==> config.mk <==
export PLATFORM = sky130hd
export DESIGN_NAME = multicycle_control_unit
export DESIGN_NICKNAME = d
export VERILOG_FILES = /design/src/rtl/cu_pkg.sv /design/src/rtl/cu_decode.sv /design/src/rtl/multicycle_control_unit.sv
export SDC_FILE = /design/constraint.sdc
export NUM_CORES = 1
export LEC_CHECK = 0
export BUFFER_PORTS_ARGS = -buffer_cell sky130_fd_sc_hd__buf_2
export CAP_MARGIN = 5
export CORE_MARGIN = 8
export CORE_UTILIZATION = 37
export DETAILED_ROUTE_END_ITERATION = 10
export GPL_TIMING_DRIVEN = 0
export PLACE_DENSITY = 0.58
export SLEW_MARGIN = 20
export SYNTH_ARGS = -nofsm -noshare
export SYNTH_HDL_FRONTEND = slang
export SYNTH_SLANG_ARGS = --single-unit
==> constraint.sdc <==
create_clock -name clk -period 2.69 [get_ports clk]
set_clock_uncertainty 0.05 [all_clocks]
set_input_delay 0.538 -clock clk [delete_from_list [all_inputs] [get_ports clk]]
set_output_delay 0.538 -clock clk [all_outputs]
set_load 0.1 [all_outputs]
==> src/rtl/cu_pkg.sv <==
// Shared types and encodings for the multi-cycle control unit.
`default_nettype none

package cu_pkg;

   typedef enum logic [2:0] {
      FETCH     = 3'd0,
      DECODE    = 3'd1,
      EXECUTE   = 3'd2,
      MEM       = 3'd3,
      WRITEBACK = 3'd4,
      HALTED    = 3'd5
   } state_t;

   typedef enum logic [3:0] {
      CLS_NOP, CLS_LDI, CLS_LOAD, CLS_STORE, CLS_ALU,
      CLS_JMP, CLS_JZ, CLS_JNZ, CLS_HLT, CLS_ILL
   } op_class_t;

   localparam logic [3:0] OP_NOP   = 4'h0;
   localparam logic [3:0] OP_LDI   = 4'h1;
   localparam logic [3:0] OP_LOAD  = 4'h2;
   localparam logic [3:0] OP_STORE = 4'h3;
   localparam logic [3:0] OP_ADD   = 4'h4;
   localparam logic [3:0] OP_SUB   = 4'h5;
   localparam logic [3:0] OP_AND   = 4'h6;
   localparam logic [3:0] OP_OR    = 4'h7;
   localparam logic [3:0] OP_XOR   = 4'h8;
   localparam logic [3:0] OP_INC   = 4'h9;
   localparam logic [3:0] OP_DEC   = 4'hA;
   localparam logic [3:0] OP_JMP   = 4'hB;
   localparam logic [3:0] OP_JZ    = 4'hC;
   localparam logic [3:0] OP_JNZ   = 4'hE;
   localparam logic [3:0] OP_HLT   = 4'hF;

   localparam logic [2:0] ALU_ADD = 3'b000;
   localparam logic [2:0] ALU_SUB = 3'b001;
   localparam logic [2:0] ALU_AND = 3'b010;
   localparam logic [2:0] ALU_OR  = 3'b011;
   localparam logic [2:0] ALU_XOR = 3'b100;
   localparam logic [2:0] ALU_INC = 3'b101;
   localparam logic [2:0] ALU_DEC = 3'b110;

endpackage

`default_nettype wire

==> src/rtl/cu_decode.sv <==
// Combinational opcode decoder: instruction class, ALU operation and illegal detection.
`default_nettype none

module cu_decode
   import cu_pkg::*;
#(
   parameter int OPCODE_W = 4
) (
   input  logic [OPCODE_W-1:0] opcode,
   output op_class_t           op_class,
   output logic [2:0]          alu_sel
);

   logic [31:0] op_ext;

   always_comb begin
      op_ext   = 32'(opcode);
      op_class = CLS_ILL;
      alu_sel  = ALU_ADD;
      // Only the 16-entry map is defined; anything wider is illegal.
      if (op_ext < 32'd16) begin
         case (op_ext[3:0])
            OP_NOP:   op_class = CLS_NOP;
            OP_LDI:   op_class = CLS_LDI;
            OP_LOAD:  op_class = CLS_LOAD;
            OP_STORE: op_class = CLS_STORE;
            OP_ADD:   begin op_class = CLS_ALU; alu_sel = ALU_ADD; end
            OP_SUB:   begin op_class = CLS_ALU; alu_sel = ALU_SUB; end
            OP_AND:   begin op_class = CLS_ALU; alu_sel = ALU_AND; end
            OP_OR:    begin op_class = CLS_ALU; alu_sel = ALU_OR;  end
            OP_XOR:   begin op_class = CLS_ALU; alu_sel = ALU_XOR; end
            OP_INC:   begin op_class = CLS_ALU; alu_sel = ALU_INC; end
            OP_DEC:   begin op_class = CLS_ALU; alu_sel = ALU_DEC; end
            OP_JMP:   op_class = CLS_JMP;
            OP_JZ:    op_class = CLS_JZ;
            OP_JNZ:   op_class = CLS_JNZ;
            OP_HLT:   op_class = CLS_HLT;
            default:  op_class = CLS_ILL;
         endcase
      end
   end

endmodule

`default_nettype wire

==> src/rtl/multicycle_control_unit.sv <==
// Multi-cycle control FSM for the 8-bit datapath: FETCH/DECODE/EXECUTE/MEM/WRITEBACK
// with wait-stated memory, timeout, stall, resumable halt and a retired-instruction counter.
`default_nettype none

module multicycle_control_unit
   import cu_pkg::*;
#(
   parameter int OPCODE_W    = 4,
   parameter int ALU_OP_W    = 3,
   parameter int MEM_TIMEOUT = 15,
   parameter int CNT_W       = 16
) (
   input  logic                clk,
   input  logic                rst_n,
   input  logic [OPCODE_W-1:0] opcode,
   input  logic                zero_flag,
   input  logic                mem_ready,
   input  logic                stall,
   input  logic                run,
   output logic                ifetch_en,
   output logic                ir_load_en,
   output logic                alu_en,
   output logic [ALU_OP_W-1:0] alu_op,
   output logic                flag_update_en,
   output logic                reg_write_en,
   output logic                mem_read_en,
   output logic                mem_write_en,
   output logic                pc_inc_en,
   output logic                pc_load_en,
   output logic                halt,
   output logic                illegal_op,
   output logic                bus_error,
   output logic [CNT_W-1:0]    instr_retired,
   output logic [2:0]          state_dbg
);

   localparam int WAIT_W = (MEM_TIMEOUT > 0) ? $clog2(MEM_TIMEOUT + 1) : 1;
   localparam logic [WAIT_W-1:0] WAIT_LIMIT = WAIT_W'(MEM_TIMEOUT);

   state_t            state_q, state_d;
   logic [WAIT_W-1:0] wait_q, wait_d;
   logic              illegal_q, illegal_d;
   logic              bus_err_q, bus_err_d;
   logic [CNT_W-1:0]  retired_q, retired_d;

   op_class_t  op_class;
   logic [2:0] alu_sel;

   logic en_ifetch, en_ir_load, en_alu, en_flag, en_reg_wr;
   logic en_mem_rd, en_mem_wr, en_pc_inc, en_pc_load, hlt_retire, timeout;

   cu_decode #(.OPCODE_W(OPCODE_W)) u_decode (
      .opcode   (opcode),
      .op_class (op_class),
      .alu_sel  (alu_sel)
   );

   always_ff @(posedge clk or negedge rst_n) begin
      if (!rst_n) begin
         state_q   <= FETCH;
         wait_q    <= '0;
         illegal_q <= 1'b0;
         bus_err_q <= 1'b0;
         retired_q <= '0;
      end else begin
         state_q   <= state_d;
         wait_q    <= wait_d;
         illegal_q <= illegal_d;
         bus_err_q <= bus_err_d;
         retired_q <= retired_d;
      end
   end

   always_comb begin
      state_d    = state_q;
      wait_d     = wait_q;
      illegal_d  = illegal_q;
      bus_err_d  = bus_err_q;
      retired_d  = retired_q;
      en_ifetch  = 1'b0;
      en_ir_load = 1'b0;
      en_alu     = 1'b0;
      en_flag    = 1'b0;
      en_reg_wr  = 1'b0;
      en_mem_rd  = 1'b0;
      en_mem_wr  = 1'b0;
      en_pc_inc  = 1'b0;
      en_pc_load = 1'b0;
      hlt_retire = 1'b0;
      timeout    = (MEM_TIMEOUT != 0) && (wait_q == WAIT_LIMIT) && !mem_ready;

      if (!stall) begin
         case (state_q)
            FETCH: begin
               if (mem_ready) begin
                  en_ifetch  = 1'b1;
                  en_ir_load = 1'b1;
                  wait_d     = '0;
                  state_d    = DECODE;
               end else if (timeout) begin
                  bus_err_d = 1'b1;
                  wait_d    = '0;
                  state_d   = HALTED;
               end else begin
                  en_ifetch = 1'b1;
                  wait_d    = wait_q + WAIT_W'(1);
               end
            end
            DECODE: begin
               case (op_class)
                  CLS_NOP: begin
                     en_pc_inc = 1'b1;
                     state_d   = FETCH;
                  end
                  CLS_LDI:   state_d = WRITEBACK;
                  CLS_LOAD,
                  CLS_STORE: state_d = MEM;
                  CLS_ALU, CLS_JMP, CLS_JZ, CLS_JNZ: state_d = EXECUTE;
                  CLS_HLT: begin
                     hlt_retire = 1'b1;
                     state_d    = HALTED;
                  end
                  default: begin
                     illegal_d = 1'b1;
                     state_d   = HALTED;
                  end
               endcase
            end
            EXECUTE: begin
               state_d = FETCH;
               case (op_class)
                  CLS_ALU: begin
                     en_alu  = 1'b1;
                     en_flag = 1'b1;
                     state_d = WRITEBACK;
                  end
                  CLS_JMP: en_pc_load = 1'b1;
                  CLS_JZ: begin
                     en_pc_load = zero_flag;
                     en_pc_inc  = !zero_flag;
                  end
                  CLS_JNZ: begin
                     en_pc_load = !zero_flag;
                     en_pc_inc  = zero_flag;
                  end
                  default: ;
               endcase
            end
            MEM: begin
               if (mem_ready || !timeout) begin
                  en_mem_rd = (op_class != CLS_STORE);
                  en_mem_wr = (op_class == CLS_STORE);
               end
               if (mem_ready) begin
                  wait_d = '0;
                  if (op_class == CLS_STORE) begin
                     en_pc_inc = 1'b1;
                     state_d   = FETCH;
                  end else begin
                     state_d = WRITEBACK;
                  end
               end else if (timeout) begin
                  bus_err_d = 1'b1;
                  wait_d    = '0;
                  state_d   = HALTED;
               end else begin
                  wait_d = wait_q + WAIT_W'(1);
               end
            end
            WRITEBACK: begin
               en_reg_wr = 1'b1;
               en_pc_inc = 1'b1;
               state_d   = FETCH;
            end
            HALTED: begin
               // A latched fault makes the halt terminal until reset.
               if (run && !illegal_q && !bus_err_q) begin
                  en_pc_inc = 1'b1;
                  state_d   = FETCH;
               end
            end
            default: state_d = FETCH;
         endcase
      end

      if (en_pc_inc || en_pc_load || hlt_retire) begin
         retired_d = retired_q + CNT_W'(1);
      end
   end

   // Enables are held low while reset is asserted, not just once it has been sampled.
   assign ifetch_en      = en_ifetch  & rst_n;
   assign ir_load_en     = en_ir_load & rst_n;
   assign alu_en         = en_alu     & rst_n;
   assign flag_update_en = en_flag    & rst_n;
   assign reg_write_en   = en_reg_wr  & rst_n;
   assign mem_read_en    = en_mem_rd  & rst_n;
   assign mem_write_en   = en_mem_wr  & rst_n;
   assign pc_inc_en      = en_pc_inc  & rst_n;
   assign pc_load_en     = en_pc_load & rst_n;
   assign alu_op         = (en_alu && rst_n) ? ALU_OP_W'(alu_sel) : '0;
   assign halt           = (state_q == HALTED);
   assign illegal_op     = illegal_q;
   assign bus_error      = bus_err_q;
   assign instr_retired  = retired_q;
   assign state_dbg      = state_q;

endmodule

`default_nettype wire

Yosys cells after proc, flatten, opt, wreduce, memory -nomap -nowiden. Cells that the tools add are included.

Add/sub/neg operators: 2. Bitwise gates (word level): 11. Equality and inequality tests: 30. Reduce and logical (&&, ||, !) cells: 24. Multiplexer cells: 44.

Operator list (count): 4-bit equality test (second input constant) (9); 4-bit case mux with 9 select lines (1); 4-bit by 3-bit equality test with 1-bit output (second input constant) (8); 1-bit 2-to-1 mux (28); 3-bit 2-to-1 mux (7); 3-bit case mux with 6 select lines (1); 16-bit by 1-bit adder with 16-bit output (second input constant) (1); 4-bit by 2-bit equality test with 1-bit output (second input constant) (4); 3-bit case mux with 5 select lines (1); 3-bit case mux with 4 select lines (1); 9-bit OR reduction (1); 1-bit bitwise AND (8); 4-bit by 1-bit equality test with 1-bit output (second input constant) (2); 4-bit logical NOT (2); 4-bit 2-to-1 mux (2); 7-bit OR reduction (1); 3-bit by 2-bit equality test with 1-bit output (second input constant) (2); 3-bit equality test (second input constant) (2); 1-bit logical NOT (5); 1-bit case mux with 5 select lines (1); 4-bit by 1-bit adder with 4-bit output (second input constant) (1); 1-bit logical AND (4); 4-bit by 2-bit inequality test with 1-bit output (second input constant) (1); 2-bit AND reduction (2); other kinds (11) (16).

Word-level logic and storage cells: 116. Register bits after elaboration: 25. Output and inout bits: 34. Bits of input ports: 10.

Logic depth before layout (Yosys ltp). Gate-level depths: netlist of the first run.

Depth in word-level cells: 10. Gate-level depth with buffers: 8. Mapped depth without buffers: 6.

Hierarchy. Synthesis of the first run repeated with hierarchy kept, for this count alone.

Cell total of the unflattened synthesis: 187. Area total of the unflattened synthesis: 1682.9 sq um.

By module, submodules not included: multicycle_control_unit (times used 1, sequential area each 625.6 sq um, area each 1544.0 sq um, cells each 167); cu_decode (times used 1, sequential area each 0.0 sq um, area each 138.9 sq um, cells each 20).

Least setup slack after synthesis of the first run. No wires, ideal clock.

Path type: reg2out. Start point: register state_q[1] (netlist: state_dbg[1]). End point: output port pc_load_en. Cell stages (with the launch flop): 4. Required time: 2.102 ns. Arrival: 3.799 ns. Setup slack: -1.697 ns. Path buffers: 1. Path through: dfrtp_1 > clkbuf_1 > nand4b_1 > a311oi_1.

Cells in the longest elaborated chain, start to end: 4.

Ends and longest elaborated chain: start, declared (RTL line multicycle_control_unit.sv:40) `state_t state_q, state_d;`; start signal, assigned (RTL line multicycle_control_unit.sv:66) `state_q <= state_d;`; 3-bit by 2-bit equality test with 1-bit output (RTL line multicycle_control_unit.sv:93) `case (state_q)`; 1-bit 2-to-1 mux (RTL line multicycle_control_unit.sv:93); 1-bit 2-to-1 mux (RTL line multicycle_control_unit.sv:92) `if (!stall) begin`; 1-bit bitwise AND (RTL line multicycle_control_unit.sv:200) `assign pc_load_en = en_pc_load & rst_n;`; end, declared (RTL line multicycle_control_unit.sv:29) `output logic pc_load_en,`.

Every way passes these cells.

Final worst setup path of the first run.
Start point: input port opcode[0]. End point: output port pc_inc_en.

Cells in the longest elaborated chain, start to end: 9. Elaborated cells between the ends (all ways): 28. Classes of those cells: 17 x eq/ne; 7 x mux; 1 x bitwise; 3 x reduce/logical.

Ends and longest elaborated chain: start, declared (RTL line multicycle_control_unit.sv:15) `input logic [OPCODE_W-1:0] opcode,`; 4-bit by 3-bit equality test with 1-bit output or 4-bit equality test (tied branches) (RTL line cu_decode.sv:22) `case (op_ext[3:0])`; 7-bit OR reduction (no source line); 4-bit case mux with 9 select lines * (RTL line cu_decode.sv:22); 4-bit by 2-bit equality test with 1-bit output (RTL line multicycle_control_unit.sv:156) `if (op_class == CLS_STORE) begin`; 1-bit 2-to-1 mux (RTL line multicycle_control_unit.sv:156); 1-bit 2-to-1 mux (RTL line multicycle_control_unit.sv:154) `if (mem_ready) begin`; 1-bit case mux with 5 select lines * (RTL line multicycle_control_unit.sv:93); 1-bit 2-to-1 mux * (RTL line multicycle_control_unit.sv:92); 1-bit bitwise AND * (RTL line multicycle_control_unit.sv:199) `assign pc_inc_en = en_pc_inc & rst_n;`; end, declared (RTL line multicycle_control_unit.sv:28) `output logic pc_inc_en,`.

Mark *: on every way between the ends. The rest lies on a longest branch, timed or not.

==> impl_metrics.tcl, run 1 <==
set metrics [dict create \
    status "finished with violations" \
    failed_checks "setup timing" \
    cp-start-kind "input pin" \
    slew_headroom 0.614 \
    synth_edf_count 0 \
    syn_area_per_cell_um2 9.44 \
    routed_wl_um 4540 \
    slew_viol_final 0 \
    ys_types 46 \
    gr-total-overflow 0 \
    cts-root-buf "clkbuf_8" \
    synthTopCellsByArea "dfrtp_1, xnor2_1, and3_1, o21ai_0, nor2_1" \
    fmax_ghz 0.369 \
    met1_usage 0.174 \
    critical_path_class "in -> out" \
    gr-usage-met2 0.211 \
    die-area_mm2 0.00692 \
    nets 243 \
    power.switching_uw 973 \
    ant_nets 0 \
    numCtsBuffers 3 \
    clock_sinks 25 \
    drtIter0Drc 113 \
    drc_errors 0 \
    io_pins 44 \
    grt_pass1_vias 1549 \
    intPower_uw 837 \
    synth-seq-cells 25 \
    ir_drop_mv 0.352 \
    synthesis.nets 189 \
    grt_first_pass_wirelength_um 7780 \
    cts_max_path_buffers 2 \
    ys_async_sr_fraction 1.00 \
    antenna_cells 0 \
    grtUsageTotal 0.131 \
    dp_hpwl_um 3410 \
    area_growth_pct 34.4 \
    setup_ws_ns -0.0222 \
    cp-end-kind "primary output" \
    sw_frac_of_total 0.538 \
    die_width_um 83.2 \
    hp-class "in -> async" \
    cp.arrival_ns 2.12 \
    p_total_uw 1810 \
    routed_via_density 5.51 \
    synth_top_area_share 0.374 \
    grt_max_degree 32 \
    grt.busiest_layer "met2" \
    stdcell_area_mm2 0.00225 \
    pwr_density_cell_mw_per_mm2 805 \
    worst_slew_pin_slew_ns 0.579 \
    drive_gt1_frac 0.404 \
    portBuffers 42 \
    die-height_um 83.2 \
    place_congestion 0.789 \
    cp.required_ns 2.10 \
    htreeDepth 1 \
    power_frac_clock 0.126 \
    antenna_found_initial 0 \
    finalHoldViolCount 0 \
    final_util 0.516 \
    min_period_over_period 1.01 \
    pre_cts_ws_ns -0.604 \
    wl_per_cell_um 16.1 \
    rows 24 \
    clkTransAtPathRegs_ns 0.09 \
    syn_area_mm2 0.00167 \
    ctsHoldBuffers 0 \
    placed_area_mm2 0.00206 \
    p_leak_uw 0.00103 \
    syn-instance-count 177 \
    rsz0062_at_grt "yes" \
    start_util 0.384 \
    finalSetupViolCount 1 \
    power_frac_seq 0.307 \
    yosysTopAreaCell "dfrtp_1" \
    grt_util_met3 0.0283 \
    num_vias 1555 \
    core-area_mm2 0.00435 \
    cts_tree "built" \
    dr.pass1.iters 4 \
    drv_cap 0 \
    comb_power_share 0.567 \
    period_minus_slack_ns 2.71 \
    ys_warn_count 0 \
    seq_area_frac_synth 0.374 \
    crit_path_max_fanout 4 \
    ys.flop_type "dfrtp_1" \
    insertion_delay_ns 0.27 \
]
[cell families after synthesis]
family / synth area share
adders and majority gates: 0.0150
AOI/OAI and AO/OA: 0.212
buffers and inverters: 0.0636
and+or+nand+nor: 0.237
DFF: 0.374
muxes: 0.0150
xor gates and xnor gates: 0.0838
[cell type report]
| class | instances | area (µm²) |
|---|---|---|
| fillers | 418 | 2110 |
| multi-input cells | 132 | 1040 |
| flip-flops and latches | 25 | 639 |
| repair buffers | 50 | 322 |
| plain buffers | 13 | 110 |
| well taps | 52 | 65.1 |
| clock buffers | 3 | 41.3 |
| inverters | 6 | 22.5 |
| clock inverters | 1 | 7.51 |
[layout by cell type, fill, tap and decap left out, types with 4 or more instances in the layout]
cell	n
buf_2	33
dfrtp_1	20
xnor2_1	15
o21ai_0	10
and3_1	10
buf_4	10
nand2_1	9
clkbuf_4	8
nor2_1	7
inv_1	6
o21ai_1	6
nor2_2	5
o2111ai_1	5
clkbuf_8	4
nand2b_1	4
buf_6	4
nand3_1	4
o41ai_1	4
[worst max-delay path, stage by stage]
cell,delay [ns]
buf_8,0.10
buf_6,0.12
or4_4,0.54
a2111oi_4,0.39
buf_6,0.15
o21a_4,0.12
buf_12,0.16
[power groups by stage]
stage	clock network (µW)	logic [µW]	registers (µW)
after CTS	240	1020	542
after global routing	251	1090	572
after global placement	0	989	546
final	228	1030	556
after floorplan	0	476	880
after detailed placement	0	987	547
[cells in the mapped netlist (all sizes together) (2+ instances only)]
cell / count
and4: 3
clkbuf: 5
nand2b: 4
ha: 2
a21oi: 4
o211ai: 6
inv: 6
nand2: 10
or3: 2
o31ai: 2
a2111oi: 2
and2: 3
a311oi: 2
dfrtp: 25
nor2: 12
o2111ai: 5
a21o: 2
nor3b: 3
nand4bb: 2
nand3: 4
xnor2: 15
nor3: 3
or3b: 2
nor4: 2
o41ai: 4
o21ai: 16
buf: 9
and3: 10
[timing repair]
item | CTS | global route
buffers inserted | 3 | 5
pin swaps | 1 | 5
endpoints found under the hold margin | 0 | 0
setup endpoints to repair | 5 | 10
gates resized for setup | 9 | 17
[path summary, 6_finish.rpt]
path / cells past startpoint / startpoint / slack [ns] / endpoint
min in group clk: 2 / bus_error$_DFFE_PN0P_ / 0.44 / bus_error$_DFFE_PN0P_
max: 7 / opcode[0] / -0.02 / pc_inc_en
max reg2reg: 7 / illegal_op$_DFFE_PN0P_ / 0.37 / instr_retired[11]$_DFFE_PN0P_
min: 1 / rst_n / 0.12 / instr_retired[5]$_DFFE_PN0P_
min reg2reg: 2 / bus_error$_DFFE_PN0P_ / 0.44 / bus_error$_DFFE_PN0P_
max in group asynchronous: 1 / rst_n / 2.15 / state_dbg[2]$_DFFE_PN0P_
[layer usage]
layer | share of wire | wire length (µm)
met1 | 0.47 | 2150
met2 | 0.47 | 2150
met3 | 0.046 | 207
met4 | 0.0075 | 34
met5 | 0 | 0
[sequential cells by signal, summed over array words and instances (netlist names)]
register and cells:
bus_error 1, illegal_op 1, instr_retired 16, state_dbg 3, wait_q 4
[stage by stage]
stage,cells,TNS [ns],hold slack (ns)
finish,282,-0.0222,0.120
floorplan,177,-0.258,0.192
CTS,278,-0.101,0.129
detailed placement,271,-2.35,0.428
global placement,271,-2.05,0.425
global route,282,-0.0773,0.144
(Power assumes the default switching activity.)
==> inputs of run 2 (changes only) <==
--- a/config.mk
+++ b/config.mk
@@ -5,6 +5,7 @@
 export SDC_FILE = /design/constraint.sdc
 export NUM_CORES = 1
 export LEC_CHECK = 0
+export ABC_AREA = 1
 export BUFFER_PORTS_ARGS = -buffer_cell sky130_fd_sc_hd__buf_2
 export CAP_MARGIN = 5
 export CORE_MARGIN = 8
==> run 2 against run 1 <==
  * The run now ends clean
  * Flip-flop and latch count stayed put
  * Synthesized cell count is 43% higher
  * Combinational power decreased by 14%
  * Die area rose by 3.5%
  * Largest cell class unchanged
==> impl_metrics.tcl, run 2 <==
set metrics [dict create \
    status "completed" \
    grt_max_degree 27 \
    yosysMostFrequentCell "nand2_1" \
    cp-start-kind "flip-flop" \
    cts_max_path_buffers 2 \
    dp_hpwl_um 3650 \
    dr.pass1.iters 4 \
    cts-root-buf "clkbuf_8" \
    final_common_cell "nand2_1" \
    pwr_density_cell_mw_per_mm2 739 \
    worst_slew_pin_slew_ns 0.494 \
    cp-end-kind "primary output" \
    rows 25 \
    hp-class "in -> async" \
    cts_tree "built" \
    mostFrequentLayoutCells "nand2_1, nand3_1, buf_2, nor2_1, dfrtp_1" \
    nets 312 \
    syn_area_mm2 0.00174 \
    fmax_ghz 0.392 \
    final_util 0.482 \
    routed_via_density 4.99 \
    wl_per_cell_um 13.4 \
    antenna_cells 0 \
    htreeDepth 1 \
    seq_area_frac_synth 0.359 \
    clkTransAtPathRegs_ns 0.08 \
    ys_async_sr_fraction 1.00 \
    synth_common_cells "nand2_1, nand3_1, nor2_1" \
    io_pins 44 \
    grt_pass1_vias 1759 \
    numCtsBuffers 3 \
    die-height_um 84.7 \
    drc_errors 0 \
    ys_types 30 \
    core-area_mm2 0.00463 \
    critical_path_class "reg -> out" \
    grtUsageTotal 0.136 \
    grt_first_pass_wirelength_um 8180 \
    slew_headroom 0.673 \
    place_congestion 0.822 \
    cp.arrival_ns 1.96 \
    synthTopCellsByArea "dfrtp_1, nand2_1, nand3_1, nor2_1, xor2_1" \
    area_growth_pct 28.0 \
    cp.required_ns 2.10 \
    drive_gt1_frac 0.258 \
    routed_wl_um 4720 \
    slew_viol_final 0 \
    drtIter0Drc 112 \
    syn-instance-count 253 \
    crit_path_max_fanout 10 \
    syn_area_per_cell_um2 6.89 \
    portBuffers 42 \
    die_width_um 84.7 \
    p_leak_uw 0.00114 \
    finalSetupViolCount 0 \
    clock_sinks 25 \
    holdWs_ns 0.0638 \
    cts_setup_buffers 0 \
    period_minus_slack_ns 2.55 \
    ys.flop_type "dfrtp_1" \
    drv_cap 0 \
    num_vias 1762 \
    synth-seq-cells 25 \
    finalHoldViolCount 0 \
    start_util 0.377 \
    synth_top_area_share 0.359 \
    ys_warn_count 0 \
    yosysTopAreaCell "dfrtp_1" \
    min_period_over_period 0.948 \
    die-area_mm2 0.00717 \
    ant_nets 0 \
    gr-total-overflow 0 \
    synthesis.nets 265 \
    antenna_found_initial 0 \
    ir_drop_mv 0.506 \
    largest_register_ffs 16 \
    insertion_delay_ns 0.27 \
    synth_edf_count 0 \
]
## run 2: where the power goes
group          leakage (µW)  switching (µW)  internal, µW
Combinational      0.000785             684           196
Sequential         0.000331            99.0           445
Clock             0.0000228             119           106
## run 2: cell families after synthesis
group | after synthesis | synth area share
and+or+nand+nor | 158 | 0.405
AOI/OAI and AO/OA | 21 | 0.0674
xor gates and xnor gates | 16 | 0.0803
DFF | 25 | 0.359
adders and majority gates | 2 | 0.0143
buffers and inverters | 31 | 0.0746
## run 2: worst max-delay path: stages (launching register included)
cell and delay (ns):
dfrtp_4 0.52, inv_4 0.11, nand2_4 0.07, nor2_4 0.12
nand2_1 0.06, nand2_1 0.05, nor2_1 0.04, nand3_1 0.10
nand2_4 0.11, buf_6 0.18, nor2_4 0.11, buf_8 0.20
## run 2: layout make-up
class / count / area [µm²]
fillers: 495 / 2400
multi-input cells: 197 / 1090
flip-flops and latches: 25 / 637
repair buffers: 42 / 246
inverters: 26 / 106
well taps: 54 / 67.6
clock buffers: 4 / 45.0
plain buffers: 5 / 38.8
## run 2: path summary, 6_finish.rpt
check,endpoint,start,slack [ns],depth (start not counted)
worst max-delay path,pc_inc_en,state_dbg[1]$_DFFE_PN0P_,0.14,11
worst min-delay path,state_dbg[2]$_DFFE_PN0P_,rst_n,0.06,1
worst max register to register,instr_retired[14]$_DFFE_PN0P_,state_dbg[0]$_DFFE_PN0P_,0.95,7
worst min register to register,illegal_op$_DFFE_PN0P_,illegal_op$_DFFE_PN0P_,0.48,2
max in group asynchronous,state_dbg[1]$_DFFE_PN0P_,rst_n,2.29,1
min in group clk,illegal_op$_DFFE_PN0P_,illegal_op$_DFFE_PN0P_,0.48,2
## run 2: layer usage
metal | vias to the layer above | share of wire | track usage
met5 | - | 0 | 0
met4 | 0 | 0.0051 | 0.0194
met3 | 2 | 0.045 | 0.0390
met2 | 25 | 0.48 | 0.227
met1 | 818 | 0.47 | 0.171
li1 | 917 | - | -
## run 2: through the flow
stage | power [µW] | cell area (µm²) | TNS (ns) | std cells | setup WS [ns]
after floorplan | 1240 | 1850 | -0.742 | 253 | -0.285
after global placement | 1400 | 2130 | -3.63 | 349 | -0.450
after detailed placement | 1400 | 2130 | -3.82 | 349 | -0.480
after CTS | 1640 | 2200 | 0 | 353 | 0.0198
after global routing | 1760 | 2230 | -0.000643 | 353 | -0.000643
final | 1650 | 2230 | 0 | 353 | 0.140
## run 2: repair_timing
| action | CTS | global route |
|---|---|---|
| resized for setup | 13 | 6 |
| hold buffers | 0 | 0 |
| endpoints found under the setup margin | 12 | 11 |
==> inputs of run 3 (changes only) <==
--- a/config.mk
+++ b/config.mk
@@ -9,10 +9,10 @@
 export BUFFER_PORTS_ARGS = -buffer_cell sky130_fd_sc_hd__buf_2
 export CAP_MARGIN = 5
 export CORE_MARGIN = 8
-export CORE_UTILIZATION = 37
+export CORE_UTILIZATION = 35
 export DETAILED_ROUTE_END_ITERATION = 10
 export GPL_TIMING_DRIVEN = 0
-export PLACE_DENSITY = 0.58
+export PLACE_DENSITY = 0.56
 export SLEW_MARGIN = 20
 export SYNTH_ARGS = -nofsm -noshare
 export SYNTH_HDL_FRONTEND = slang
==> run 3 against run 2 <==
  * Combinational power is 0.5% higher
  * Global-route usage is 0.37 points lower
  * Utilization is 0.82 points lower
  * Flip-flop and latch count stayed put
  * Register-to-register slack worse by 0.03 ns
  * Sequential power hardly changed
  * Hold slack worse by 0.0085 ns
  * Power is 0.43% higher
  * Non-clock buffer count stayed put
  * Die area is 4.6% higher
  * Fmax hardly changed
  * Critical endpoint unchanged
  * Largest cell class unchanged
==> impl_metrics.tcl, run 3 (synthesis results as in run 2) <==
set metrics [dict create \
    status "completed" \
    nFillCells 511 \
    ff_latch_area_um2 637 \
    cts_tree "built" \
    routed_via_density 4.88 \
    pwr_density_cell_mw_per_mm2 735 \
    drive_gt1_frac 0.258 \
    insertion_delay_ns 0.27 \
    wl_per_cell_um 12.9 \
    die-area_mm2 0.00750 \
    cp-end-kind "primary output" \
    die-height_um 86.6 \
    cts-root-buf "clkbuf_8" \
    numCtsBuffers 3 \
    grt_pass1_vias 1722 \
    rows 25 \
    final_common_cell "nand2_1" \
    num_vias 1787 \
    grt_max_degree 27 \
    multi_input_area_mm2 0.00109 \
    cts_max_path_buffers 2 \
    routed_wl_um 4730 \
    largest_register_ffs 16 \
    dr.pass1.iters 4 \
    dp_hpwl_um 3670 \
    area_growth_pct 29.3 \
    ant_nets 0 \
    stdcell_area_mm2 0.00225 \
    cp.arrival_ns 1.96 \
    crit_path_max_fanout 10 \
    clkTransAtPathRegs_ns 0.09 \
    drv_cap 0 \
    worstReg2RegStart "state_dbg[0]$_DFFE_PN0P_" \
    final_util 0.474 \
    antenna_found_initial 0 \
    path_delay_family "simple AND/OR/NAND/NOR gates" \
    grtUsageTotal 0.132 \
    die_width_um 86.6 \
    holdWs_ns 0.0553 \
    worst_slew_pin_slew_ns 0.493 \
    placed_area_mm2 0.00214 \
    grt_first_pass_wirelength_um 8090 \
    mostFrequentLayoutCells "nand2_1, nand3_1, buf_2, nor2_1, dfrtp_1" \
    ir_drop_mv 0.594 \
    finalSetupViolCount 0 \
    drc_errors 0 \
    min_period_over_period 0.947 \
    clock_sinks 25 \
    pre_cts_ws_ns -0.428 \
    slew_headroom 0.674 \
    timing.critical_path.from "state_dbg[1]$_DFFE_PN0P_" \
    io_pins 44 \
    antenna_cells 0 \
    period_minus_slack_ns 2.55 \
    drtIter0Drc 72 \
    critical_path_class "reg -> out" \
    finalHoldViolCount 0 \
    start_util 0.367 \
    nets 312 \
    gr-total-overflow 0 \
    cp_slowest_cell "dfrtp_4" \
    htreeDepth 1 \
    slew_viol_final 0 \
    core-area_mm2 0.00475 \
    p_leak_uw 0.00114 \
    cpPeakStageDelay_ns 0.51 \
    place_congestion 0.828 \
    critPathBufInv 3 \
    cp.required_ns 2.10 \
    cp-start-kind "flip-flop" \
    cp_cell_sequence "inv_4 -> nand2_4 -> nor2_4 -> nand2_1 -> nand2_1 -> nor2_1 -> nand3_1 -> nand2_4 -> buf_6 -> nor2_4 -> buf_12" \
    hp-class "in -> async" \
    ctsHoldBuffers 0 \
    fmax_ghz 0.392 \
    portBuffers 42 \
    setup_ws_ns 0.142 \
]
[run 3: changes by cell type in the layout (fill, tap and decap cells not counted)]
cell    previous run  this run
buf_12             0         1
buf_8              1         0
[run 3: metrics by stage]
step	power (µW)	TNS (ns)	instances
finish	1660	0	366
floorplan	1240	-0.742	253
detailed placement	1400	-3.32	362
global route	1760	-0.00121	366
global placement	1400	-3.55	362
CTS	1640	-0.205	366
[run 3: final timing paths]
path,slack [ns],depth (start not counted),endpoint
max,0.14,11,pc_inc_en
min,0.06,1,state_dbg[2]$_DFFE_PN0P_
max reg2reg,0.92,7,instr_retired[11]$_DFFE_PN0P_
min reg2reg,0.47,2,illegal_op$_DFFE_PN0P_
max in group asynchronous,2.31,1,state_dbg[1]$_DFFE_PN0P_
min in group clk,0.47,2,illegal_op$_DFFE_PN0P_
[run 3: layer usage]
metal,GRT usage,share of wire
met1,0.166,0.47
met5,0,0
met3,0.0369,0.050
met4,0.0297,0.0097
met2,0.217,0.47
[run 3: layout make-up]
class | instances | share of cell area
timing repair buffer | 42 | 0.112
buffer | 5 | 0.0172
tap | 67 | 0.0372
multi-input combinational | 197 | 0.484
sequential | 25 | 0.282
inverter | 26 | 0.0472
clock buffer | 4 | 0.0200
[run 3: repair_timing]
item / CTS / global route
gates resized for setup: 11 / 9
setup buffers: 0 / 0
hold endpoints to repair: 0 / 0
endpoints found under the setup margin: 12 / 9
[run 3: power by group]
group	internal, µW	leakage (µW)	switching [µW]	total [µW]
Clock	106	0.0000228	124	230
Sequential	445	0.000331	96.9	542
Combinational	198	0.000786	687	885
